File: src/rtl/cp0_timer_bank.sv
// CP0-style timer bank: one prescaled free-running COUNT shared by N compare
// channels, each with one-shot or periodic re-arm and a sticky pending flag.
module cp0_timer_bank #(
  parameter int N_CHANNELS  = 4,
  parameter int COUNT_WIDTH = 32,
  parameter int DIV_LOG2    = 1,
  localparam int AW = $clog2(2*N_CHANNELS+3),
  localparam int W  = COUNT_WIDTH
) (
  input  logic                  clk,
  input  logic                  rst,
  input  logic                  count_en,
  input  logic                  we,
  input  logic [AW-1:0]         waddr,
  input  logic [W-1:0]          wrdata,
  input  logic [AW-1:0]         raddr,
  output logic [W-1:0]          rddata,
  output logic [W-1:0]          count,
  output logic [N_CHANNELS-1:0] timer_int,
  output logic                  timer_int_any
);

  localparam int PW = (DIV_LOG2 > 0) ? DIV_LOG2 : 1;

  logic [W-1:0]          count_q;
  logic [W-1:0]          count_inc;
  logic [PW-1:0]         presc;
  logic                  presc_full;
  logic                  tick;
  logic [N_CHANNELS-1:0] enable;
  logic [N_CHANNELS-1:0] pending;
  logic [N_CHANNELS-1:0] match;
  logic [W-1:0]          compare_arr [N_CHANNELS];
  logic [W-1:0]          period_arr  [N_CHANNELS];

  logic count_wr;
  logic enable_wr;
  logic pend_wr;

  assign count_wr  = we && (waddr == AW'(0));
  assign enable_wr = we && (waddr == AW'(1));
  assign pend_wr   = we && (waddr == AW'(2));

  generate
    if (DIV_LOG2 == 0) begin : g_no_div
      assign presc_full = 1'b1;
    end else begin : g_div
      assign presc_full = &presc;
    end
  endgenerate

  // A software load of COUNT restarts the prescaler and swallows this cycle's
  // tick, so a load can never itself produce a compare match.
  assign tick      = count_en && presc_full && !count_wr;
  assign count_inc = count_q + W'(1);

  always_ff @(posedge clk) begin
    if (rst) begin
      presc   <= '0;
      count_q <= '0;
      enable  <= '0;
    end else begin
      if (count_wr)
        presc <= '0;
      else if (count_en && (DIV_LOG2 > 0))
        presc <= presc + PW'(1);

      if (count_wr)
        count_q <= wrdata;
      else if (tick)
        count_q <= count_inc;

      if (enable_wr)
        enable <= wrdata[N_CHANNELS-1:0];
    end
  end

  generate
    for (genvar i = 0; i < N_CHANNELS; i++) begin : g_chan
      logic         cmp_wr;
      logic         per_wr;
      logic [W-1:0] compare_q;
      logic [W-1:0] period_q;
      logic         pend_q;

      assign cmp_wr   = we && (waddr == AW'(3 + 2*i));
      assign per_wr   = we && (waddr == AW'(4 + 2*i));
      assign match[i] = tick && enable[i] && (count_inc == compare_q);

      // Priority on a match edge: COMPARE write beats the match, the match
      // beats a W1C, and the periodic advance uses the pre-write PERIOD.
      always_ff @(posedge clk) begin
        if (rst) begin
          compare_q <= '0;
          period_q  <= '0;
          pend_q    <= 1'b0;
        end else begin
          if (cmp_wr)
            compare_q <= wrdata;
          else if (match[i] && (period_q != '0))
            compare_q <= compare_q + period_q;

          if (per_wr)
            period_q <= wrdata;

          if (cmp_wr)
            pend_q <= 1'b0;
          else if (match[i])
            pend_q <= 1'b1;
          else if (pend_wr && wrdata[i])
            pend_q <= 1'b0;
        end
      end

      assign pending[i]     = pend_q;
      assign compare_arr[i] = compare_q;
      assign period_arr[i]  = period_q;
    end
  endgenerate

  always_comb begin
    rddata = '0;
    if (raddr == AW'(0))
      rddata = count_q;
    else if (raddr == AW'(1))
      rddata = {{(W-N_CHANNELS){1'b0}}, enable};
    else if (raddr == AW'(2))
      rddata = {{(W-N_CHANNELS){1'b0}}, pending};
    for (int i = 0; i < N_CHANNELS; i++) begin
      if (raddr == AW'(3 + 2*i))
        rddata = compare_arr[i];
      if (raddr == AW'(4 + 2*i))
        rddata = period_arr[i];
    end
  end

  assign count         = count_q;
  assign timer_int     = pending;
  assign timer_int_any = |pending;

endmodule

File: config.mk
export PLATFORM = sky130hd
export DESIGN_NAME = cp0_timer_bank
export DESIGN_NICKNAME = d
export VERILOG_FILES = /design/src/rtl/cp0_timer_bank.sv
export SDC_FILE = /design/constraint.sdc
export NUM_CORES = 1
export LEC_CHECK = 0
export ABC_AREA = 1
export BUFFER_PORTS_ARGS = -buffer_cell sky130_fd_sc_hd__buf_4
export CAP_MARGIN = 20
export CORE_MARGIN = 5
export CORE_UTILIZATION = 40
export CTS_CLUSTER_SIZE = 20
export DETAILED_ROUTE_END_ITERATION = 6
export GPL_TIMING_DRIVEN = 0
export SYNTH_ARGS = -nofsm -noshare
export SYNTH_HDL_FRONTEND = slang
export SYNTH_SLANG_ARGS = --single-unit
File: constraint.sdc
create_clock -name clk -period 3.9 [get_ports clk]
set_input_delay 0.585 -clock clk [delete_from_list [all_inputs] [get_ports clk]]
set_output_delay 0.585 -clock clk [all_outputs]
set_load 0.005 [all_outputs]
== Yosys cells after proc, flatten, opt, wreduce, memory -nomap -nowiden ==
Cells that the tools add are included.

* Register bits after elaboration: 297
* Bits of input ports: 44
* Logic and storage cells: 125

* Add/sub/neg operators: 6
* Equal/unequal tests: 24
* Muxes and demuxes: 29
* Reductions and logical operators: 51

{| class="wikitable"
|+ Operators with widths
! operator !! count
|-
| $mux 32 || 19
|-
| $add 32x32->32 || 4
|-
| $eq 32x32->1 || 4
|-
| $reduce_bool 32->1 || 4
|-
| $add 32x1->32 const B || 1
|-
| $eq 4x3->1 const B || 8
|-
| $logic_and 1x1->1 || 29
|-
| $eq 4x4->1 const B || 6
|-
| $reduce_bool 2->1 || 9
|-
| $eq 4x2->1 const B || 4
|-
| $reduce_or 2->1 || 5
|-
| $eq 4x1->1 const B || 2
|-
| $logic_not 4->1 || 2
|-
| $mux 1 || 8
|-
| $mux 4 || 2
|-
| $reduce_or 4->1 || 1
|-
| $add 1x1->1 const B || 1
|-
| $logic_not 1->1 || 1
|}

== Longest topological paths before layout ==
Gate-level depths: netlist of the first run.

* Depth after elaboration: 12
* Mapped depth: 20

== Least setup slack after synthesis of the first run ==
Ideal clock, no wire load.

* Path type: register to register
* Start point: register count_q[1] (netlist: count[1])
* End point: register g_chan[3].compare_q[10]
* Setup time: 0.132 ns
* Arrival: 2.360 ns
* Data required time: 3.768 ns
* Slack: 1.407 ns
* Cell stages (with the launch flop): 17
* Path buffers: 1
* Clock period less this slack: 2.493 ns
* Cells stage by stage: dfxtp_1 ha_1 nand2_1 nor2_4 nand2_2 nor3_2 nand2_1 nand2_2 nand2_2 nand2_1 nand2_1 nand3b_1 nor2_1 nand3_2 clkbuf_1 nand3_1 a21oi_1

* Cells in the longest elaborated chain, start to end: 5

{| class="wikitable"
|+ Ends and longest elaborated chain
! item !! line !! RTL
|-
| from (decl) || 25 || <nowiki>logic [W-1:0] count_q;</nowiki>
|-
| from (signal assigned) || 69 || <nowiki>count_q <= wrdata;</nowiki>
|-
| from (signal assigned) || 71 || <nowiki>count_q <= count_inc;</nowiki>
|-
| $add 32x1->32 || 55 || <nowiki>assign count_inc = count_q + W'(1);</nowiki>
|-
| $eq 32x32->1 || 88 || <nowiki>assign match[i] = tick && enable[i] && (count_inc == compare_q);</nowiki>
|-
| $logic_and 1x1->1 || 88 ||
|-
| $logic_and 1x1->1 || 100 || <nowiki>else if (match[i] && (period_q != '0))</nowiki>
|-
| $reduce_bool 2->1 (no line) || n/a ||
|-
| to (signal assigned) || 99 || <nowiki>compare_q <= wrdata;</nowiki>
|-
| to (signal assigned) || 101 || <nowiki>compare_q <= compare_q + period_q;</nowiki>
|-
| to (decl) || 82 || <nowiki>logic [W-1:0] compare_q;</nowiki>
|}

No other way between the ends.
A chain may end at the register's enable or synchronous reset.

== Final worst setup path of the first run ==
* Start point: input raddr[3]
* End point: output rddata[22]

* Cells in the longest elaborated chain, start to end: 10
* Elaborated cells on any way between the ends: 18
* Classes of those cells: 8 x eq/ne; 9 x mux; 1 x reduce/logical

{| class="wikitable"
|+ Ends and longest elaborated chain
! item !! line !! RTL
|-
| from (decl) || 16 || <nowiki>input logic [AW-1:0] raddr,</nowiki>
|-
| $logic_not 4->1 || 123 || <nowiki>if (raddr == AW'(0))</nowiki>
|-
| $mux 32 || 123 ||
|-
| $mux 32 || 130 || <nowiki>if (raddr == AW'(3 + 2*i))</nowiki>
|-
| $mux 32 || 132 || <nowiki>if (raddr == AW'(4 + 2*i))</nowiki>
|-
| $mux 32 || 130 ||
|-
| $mux 32 || 132 ||
|-
| $mux 32 || 130 ||
|-
| $mux 32 || 132 ||
|-
| $mux 32 || 130 ||
|-
| $mux 32 * || 132 ||
|-
| to (decl) || 17 || <nowiki>output logic [W-1:0] rddata,</nowiki>
|}

Every way passes the cells marked *; elsewhere a longest branch is shown, timed or not.

==> impl_metrics.json, run 1 <==
{
  "syn_to_final_growth_pct": 13.04,
  "grt_use_total_pct": 37.78,
  "numCtsBuffers": 39,
  "cts.path.max_buffers": 3,
  "drtPass1Iterations": 6,
  "cts.sinks": 297,
  "cts_tree": "done",
  "synthFlopType": "dfxtp_1",
  "drv_slew": 0,
  "pre_cts_slack_ns": -0.4113,
  "timing.critical_path.mode_cell": "buf_4",
  "gp_congestion": 1.111,
  "synth_cell_types": 50,
  "violations": "negative setup slack",
  "max-slew-margin-rel_pct": 20.74,
  "hold_buffers": 0,
  "ioPinCount": 113,
  "status": "finished with violations",
  "die_h_um": 258.0,
  "power_density_nw_per_um2": 280.7,
  "endpoint_kind": "output port",
  "ctsHtreeMaxLevel": 2,
  "post_synth_main_area_contributors": "dfxtp_1, nand2_1, a21oi_1",
  "placed_area_sq_um": 26400,
  "drt_iter0_markers": 3584,
  "top_usage_layer": "met2",
  "synth_nets": 4221,
  "drive_gt1_share_pct": 7.097,
  "rsz0062_at_grt": "false",
  "tightest_slew_ns": 1.189,
  "rows": 91,
  "hold_viol": 0,
  "timing.final.crit_share_pct": 104.2,
  "critPathBufInv": 3,
  "grt.overflow.total": 0,
  "grt_util_met3_pct": 6.629,
  "ant_nets": 0,
  "fin_skew_ns": 0.03327,
  "synth_seq_cells": 297,
  "fin_area_sq_um": 27810,
  "initial_core_util_pct": 40.16,
  "whs_ns": 0.2600,
  "dieArea_sq_um": 66560,
  "min_path_type": "in2reg",
  "synth-edff-count": 0,
  "viasPerCell": 5.965,
  "dr_total_vias": 29930,
  "insertion_delay_ns": 0.60,
  "cp_data_arrival_time_ns": 3.48,
  "nets": 4370,
  "max_cap_viol_count": 0,
  "cts_root_buf": "clkbuf_16",
  "n_fill_cell": 6802,
  "whs_path_depth": 3,
  "core_sq_um": 61260,
  "start_kind": "primary input",
  "path_class": "in2out",
  "fin_ws_ns": -0.1652,
  "dpl.hpwl_um": 110100,
  "synth_area_sq_um": 24600,
  "wl_per_cell_um": 26.42,
  "grt_pass1_wl_um": 186300,
  "async_reset_ff_share_pct": 0,
  "met2_usage_pct": 60.21,
  "ys_seq_area_share_pct": 24.17,
  "ir_drop_mv": 0.3086,
  "fin_crit_ns": 4.065,
  "syn_avg_cell_area_sq_um": 6.077,
  "dp.cells": 4946,
  "post_cts_buffers": 0,
  "rr_worst_depth": 15,
  "cpPeakStageDelay_ns": 0.92,
  "netlist_instances": 4048,
  "stdcell_count": 5018,
  "grt_pass1_vias": 27775,
  "cp.required_ns": 3.31,
  "yosysTopAreaCell": "dfxtp_1",
  "routed_wl_um": 132600,
  "slowest_stage": "a2111oi_0",
  "cp_cell_sequence": "buf_4 > nor2_1 > nand2_1 > clkbuf_1 > o221ai_1 > a2111oi_0 > o2111ai_1 > buf_4",
  "yosys_warnings": 0,
  "clkTransAtPathRegs_ns": 0.06,
  "grt_max_degree": 12,
  "crit_family": "compound AO/OA/AOI/OAI gates",
  "numPortBuffers": 106,
  "gr-usage-met1_pct": 49.09,
  "total_leakage_power_nw": 11.36,
  "crit_fanout": 10,
  "setup_viol": 6,
  "synth_top_cell_area_share_pct": 24.17,
  "dieWidth_um": 258.0,
  "path_depth": 8,
  "drc": 0,
  "fmax_ghz": 0.2460,
  "antenna_found_initial": 2
}
## per-layer routing
metal,vias up,part of all wire (%)
met4,2,6.2
li1,14002,-
met1,14008,41
met5,-,0.015
met2,1601,44
met3,317,9.1
## registers in the layout, summed over array words and instances, names as in the netlist
signal / cells
count: 32
enable: 4
presc: 1
g_chan.compare_q: 128
g_chan.period_q: 128
g_chan.pend_q: 4
## placed cells by master, fill, tap and decap left out, drive strengths merged, types with 11 or more instances in the layout
| cell type | synthesis | final |
|---|---|---|
| nor2 | 360 | 360 |
| buf | 48 | 156 |
| o21ai | 359 | 359 |
| nand3 | 417 | 417 |
| o2111ai | 11 | 11 |
| xor2 | 48 | 48 |
| ha | 125 | 125 |
| nand2 | 1083 | 1083 |
| nand4 | 48 | 48 |
| xnor2 | 44 | 44 |
| dfxtp | 297 | 297 |
| nand3b | 32 | 32 |
| o221ai | 16 | 16 |
| a21o | 22 | 22 |
| inv | 369 | 370 |
| o211ai | 22 | 22 |
| a31oi | 33 | 33 |
| clkbuf | 118 | 173 |
| o22ai | 25 | 25 |
| nor3 | 36 | 36 |
| nor4 | 39 | 39 |
| a21oi | 422 | 422 |
| or2 | 28 | 28 |
## power by group
part           internal, mW  switching, mW
Combinational         0.196          0.573
Clock                  2.31           1.59
Sequential             3.07         0.0664
Total                  5.58           2.23
## repair_timing
| action | CTS | global route |
|---|---|---|
| resized for setup | 9 | 22 |
| hold endpoints to repair | 0 | 0 |
| endpoints found under the setup margin | 91 | 91 |
## per-stage QoR
stage / power (mW) / util [%] / TNS [ns]
floorplan: 3.549 / - / 0
global placement: 3.934 / 43.07 / -8.663
detailed placement: 3.935 / 43.09 / -8.590
CTS: 7.762 / 45.33 / 0
global route: 7.962 / 45.39 / 0
finish: 7.807 / 45.40 / -0.3820
## kinds of logic after synthesis
| family | synth area share [%] |
|---|---|
| compound gates | 21.07 |
| xor+xnor | 3.275 |
| fa+ha+maj | 6.683 |
| buf+inv | 8.661 |
| flops | 24.17 |
| simple gates | 36.15 |
## cells in the mapped netlist (16+ instances only)
master       n
a31oi_1     33
o211ai_1    22
xnor2_1     44
o221ai_1    16
a21oi_1    422
nor4_1      39
ha_1       125
o21ai_0    354
nor3_1      35
nand3b_1    32
buf_1       27
or2_2       28
nor2_1     341
o22ai_1     25
inv_1      361
clkbuf_1   118
nand3_1    411
nand2_1   1063
xor2_1      48
nand4_1     45
a21o_1      22
dfxtp_1    297
## final cells by class
class                           instances  area [sq um]  share of cell area, %
Multi-Input combinational cell       3216         16570                  59.60
Sequential cell                       297          5947                  21.38
Inverter                              369          1385                  4.981
Clock buffer                           55          1096                  3.941
Tap cell                              790         988.4                  3.554
Timing Repair Buffer                  108         808.3                  2.907
Buffer                                166         757.0                  2.722
Clock inverter                         16         251.5                 0.9043
Antenna cell                            1         2.502               0.008998
## path summary, 6_finish.rpt
check / from / to / slack [ns]
max: raddr[3] / rddata[22] / -0.17
min: count_en / presc$_SDFFE_PP0P_ / 0.26
max reg2reg: count[8]$_SDFFE_PP0P_ / g_chan[1].compare_q[22]$_SDFFE_PP0P_ / 0.10
min reg2reg: g_chan[0].period_q[18]$_SDFFE_PP0P_ / g_chan[0].period_q[18]$_SDFFE_PP0P_ / 0.51
## worst reg2reg max path: stages (launching register included)
cell	delay, ns
dfxtp_1	0.53
nand2_1	0.21
nor2_2	0.29
nand2_1	0.17
nor2_1	0.42
nand3_1	0.29
nand2_2	0.24
xor2_1	0.09
nor2_1	0.10
nand2_1	0.10
nor2_1	0.28
nand3_2	0.27
nand2_2	0.27
buf_6	0.22
nand2_1	0.08
a21oi_1	0.12
Power figures use the tool's default switching activity.
==> inputs of run 2 (changes only) <==
--- a/config.mk
+++ b/config.mk
@@ -12,7 +12,6 @@
 export CORE_UTILIZATION = 40
 export CTS_CLUSTER_SIZE = 20
 export DETAILED_ROUTE_END_ITERATION = 6
-export GPL_TIMING_DRIVEN = 0
 export SYNTH_ARGS = -nofsm -noshare
 export SYNTH_HDL_FRONTEND = slang
 export SYNTH_SLANG_ARGS = --single-unit
==> run 2 against run 1 <==
Compared with the run above:
- the run now ends clean
- setup slack better by 0.46 ns
- design area fell by 0.80%
- sequential power hardly changed
- critical endpoint is now g_chan[3].compare_q[17]$_SDFFE_PP0P_
- die area stayed put
- clock-buffer cell count decreased by 5
- critical path depth increased by 9
- sequential share of layout area increased by 0.17 points
- highest routed layer is now met4
- power shrank 5.9%
- core utilization is 0.36 points lower
- first-iteration DRC count down 11%
- global-route usage down 4.9 points
- worst hold slack better by 0.041 ns
==> impl_metrics.json, run 2 (synthesized netlist as in run 1, its figures left out) <==
{
  "status": "complete, no violations",
  "core_sq_um": 61260,
  "grt_pass1_vias": 26471,
  "ctsHtreeMaxLevel": 2,
  "cp_data_arrival_time_ns": 4.02,
  "gp_congestion": 1.053,
  "drt_iter0_markers": 3194,
  "max-slew-margin-rel_pct": 39.86,
  "antenna_found_initial": 0,
  "setup_tns_ns": 0,
  "placed_area_sq_um": 26360,
  "layout_common_cells": "nand2_1, a21oi_1, nand3_1, inv_1, o21ai_0",
  "setup_viol": 0,
  "numPortBuffers": 112,
  "grt_max_degree": 78,
  "dieArea_sq_um": 66560,
  "timing.final.crit_share_pct": 92.53,
  "cts.path.max_buffers": 3,
  "cts_tree": "done",
  "fin_area_sq_um": 27590,
  "wl_per_cell_um": 23.37,
  "tightest_slew_ns": 0.8794,
  "fin_ws_ns": 0.2913,
  "numCtsBuffers": 37,
  "ioPinCount": 113,
  "drv_slew": 0,
  "worstSetupStartpoint": "count[1]$_SDFFE_PP0P_",
  "dpl.hpwl_um": 91820,
  "cts_root_buf": "clkbuf_16",
  "hold_buffers": 0,
  "path_class": "reg2reg",
  "fin_crit_ns": 3.609,
  "drive_gt1_share_pct": 8.466,
  "routed_wl_um": 115100,
  "initial_core_util_pct": 40.16,
  "cp.required_ns": 4.32,
  "start_kind": "flop",
  "layout_commonest_cell": "nand2_1",
  "fin_skew_ns": 0.01857,
  "nets": 4281,
  "dr_total_vias": 28755,
  "endpoint_kind": "flop",
  "cts.sinks": 297,
  "post_cts_buffers": 0,
  "fmax_ghz": 0.2771,
  "die_h_um": 258.0,
  "dieWidth_um": 258.0,
  "ir_drop_mv": 0.2453,
  "total_leakage_power_nw": 11.38,
  "power_density_nw_per_um2": 266.2,
  "grt_use_total_pct": 32.92,
  "rows": 91,
  "r2r_setup_slack_ns": 0.29,
  "insertion_delay_ns": 0.57,
  "ant_nets": 0,
  "pre_cts_slack_ns": 0.3125,
  "syn_to_final_growth_pct": 12.14,
  "rsz0062_at_grt": "false",
  "worstReg2RegStart": "count[1]$_SDFFE_PP0P_",
  "crit_fanout": 23,
  "clkTransAtPathRegs_ns": 0.06,
  "diodes": 0,
  "hold_viol": 0,
  "viasPerCell": 5.840,
  "max_cap_viol_count": 0,
  "grt_pass1_wl_um": 168300,
  "grt.overflow.total": 0,
  "drc": 0,
  "drtPass1Iterations": 6,
  "min_path_type": "in2reg",
  "hp-start": "count_en"
}
==> run 2: repair_timing <==
action                     in CTS  in global routing
hold endpoints to repair        0                  0
setup endpoints to repair       0                 21
gates resized for setup         0                  1
==> run 2: area by class of cell <==
cell class                 instances  area, sq um
sequential                       297         5946
clock inverter                    15        117.6
clock buffer                      50         1077
fill                            6646        33670
inverter                         369         1386
multi-input combinational       3216        16580
tap                              790        988.4
timing repair buffer             187         1488
==> run 2: power breakdown <==
group / total, mW / internal [mW] / switching [mW]
registers: 3.13 / 3.07 / 0.0613
clock network: 3.49 / 2.01 / 1.48
logic: 0.718 / 0.204 / 0.514
total: 7.34 / 5.28 / 2.06
==> run 2: final timing paths <==
check	end	cells past startpoint
max	g_chan[3].compare_q[17]$_SDFFE_PP0P_	17
min	presc$_SDFFE_PP0P_	3
max reg2reg	g_chan[3].compare_q[17]$_SDFFE_PP0P_	17
min reg2reg	g_chan[1].compare_q[15]$_SDFFE_PP0P_	2
==> run 2: worst max-delay path: stages (launching register included) <==
cell     delay (ns)
dfxtp_1        0.51
ha_1           0.27
nand2_1        0.17
nor2_4         0.21
nand2_4        0.12
nand2_1        0.18
nand2_1        0.09
nand2_1        0.07
nand2_1        0.05
nor3_1         0.41
nand2_1        0.09
nor2_1         0.11
nand3_1        0.09
nor2_1         0.17
nand3_2        0.36
buf_4          0.37
nand3_1        0.10
a21oi_1        0.08
==> run 2: layer usage <==
| metal | share of wire, % | wire length [um] | track usage [%] | vias up |
|---|---|---|---|---|
| met5 | 0 | 0 | 0 | - |
| met1 | 43 | 49060 | 46.41 | 13270 |
| li1 | - | - | - | 13797 |
| met3 | 11 | 12090 | 5.700 | 217 |
| met4 | 4.4 | 5088 | 11.91 | 0 |
| met2 | 42 | 48840 | 50.60 | 1471 |
==> run 2: through the flow <==
step                      util (%)  std cells  hold WS, ns  power [mW]
after CTS                    44.98       4923       0.2791       7.351
after global routing         45.03       4924       0.3234       7.527
after floorplan                  -       4048       0.4606       3.549
final                        45.03       4924       0.3006       7.344
after detailed placement     43.02       4858       0.4998       3.888
after global placement       43.02       4857       0.4955       3.888
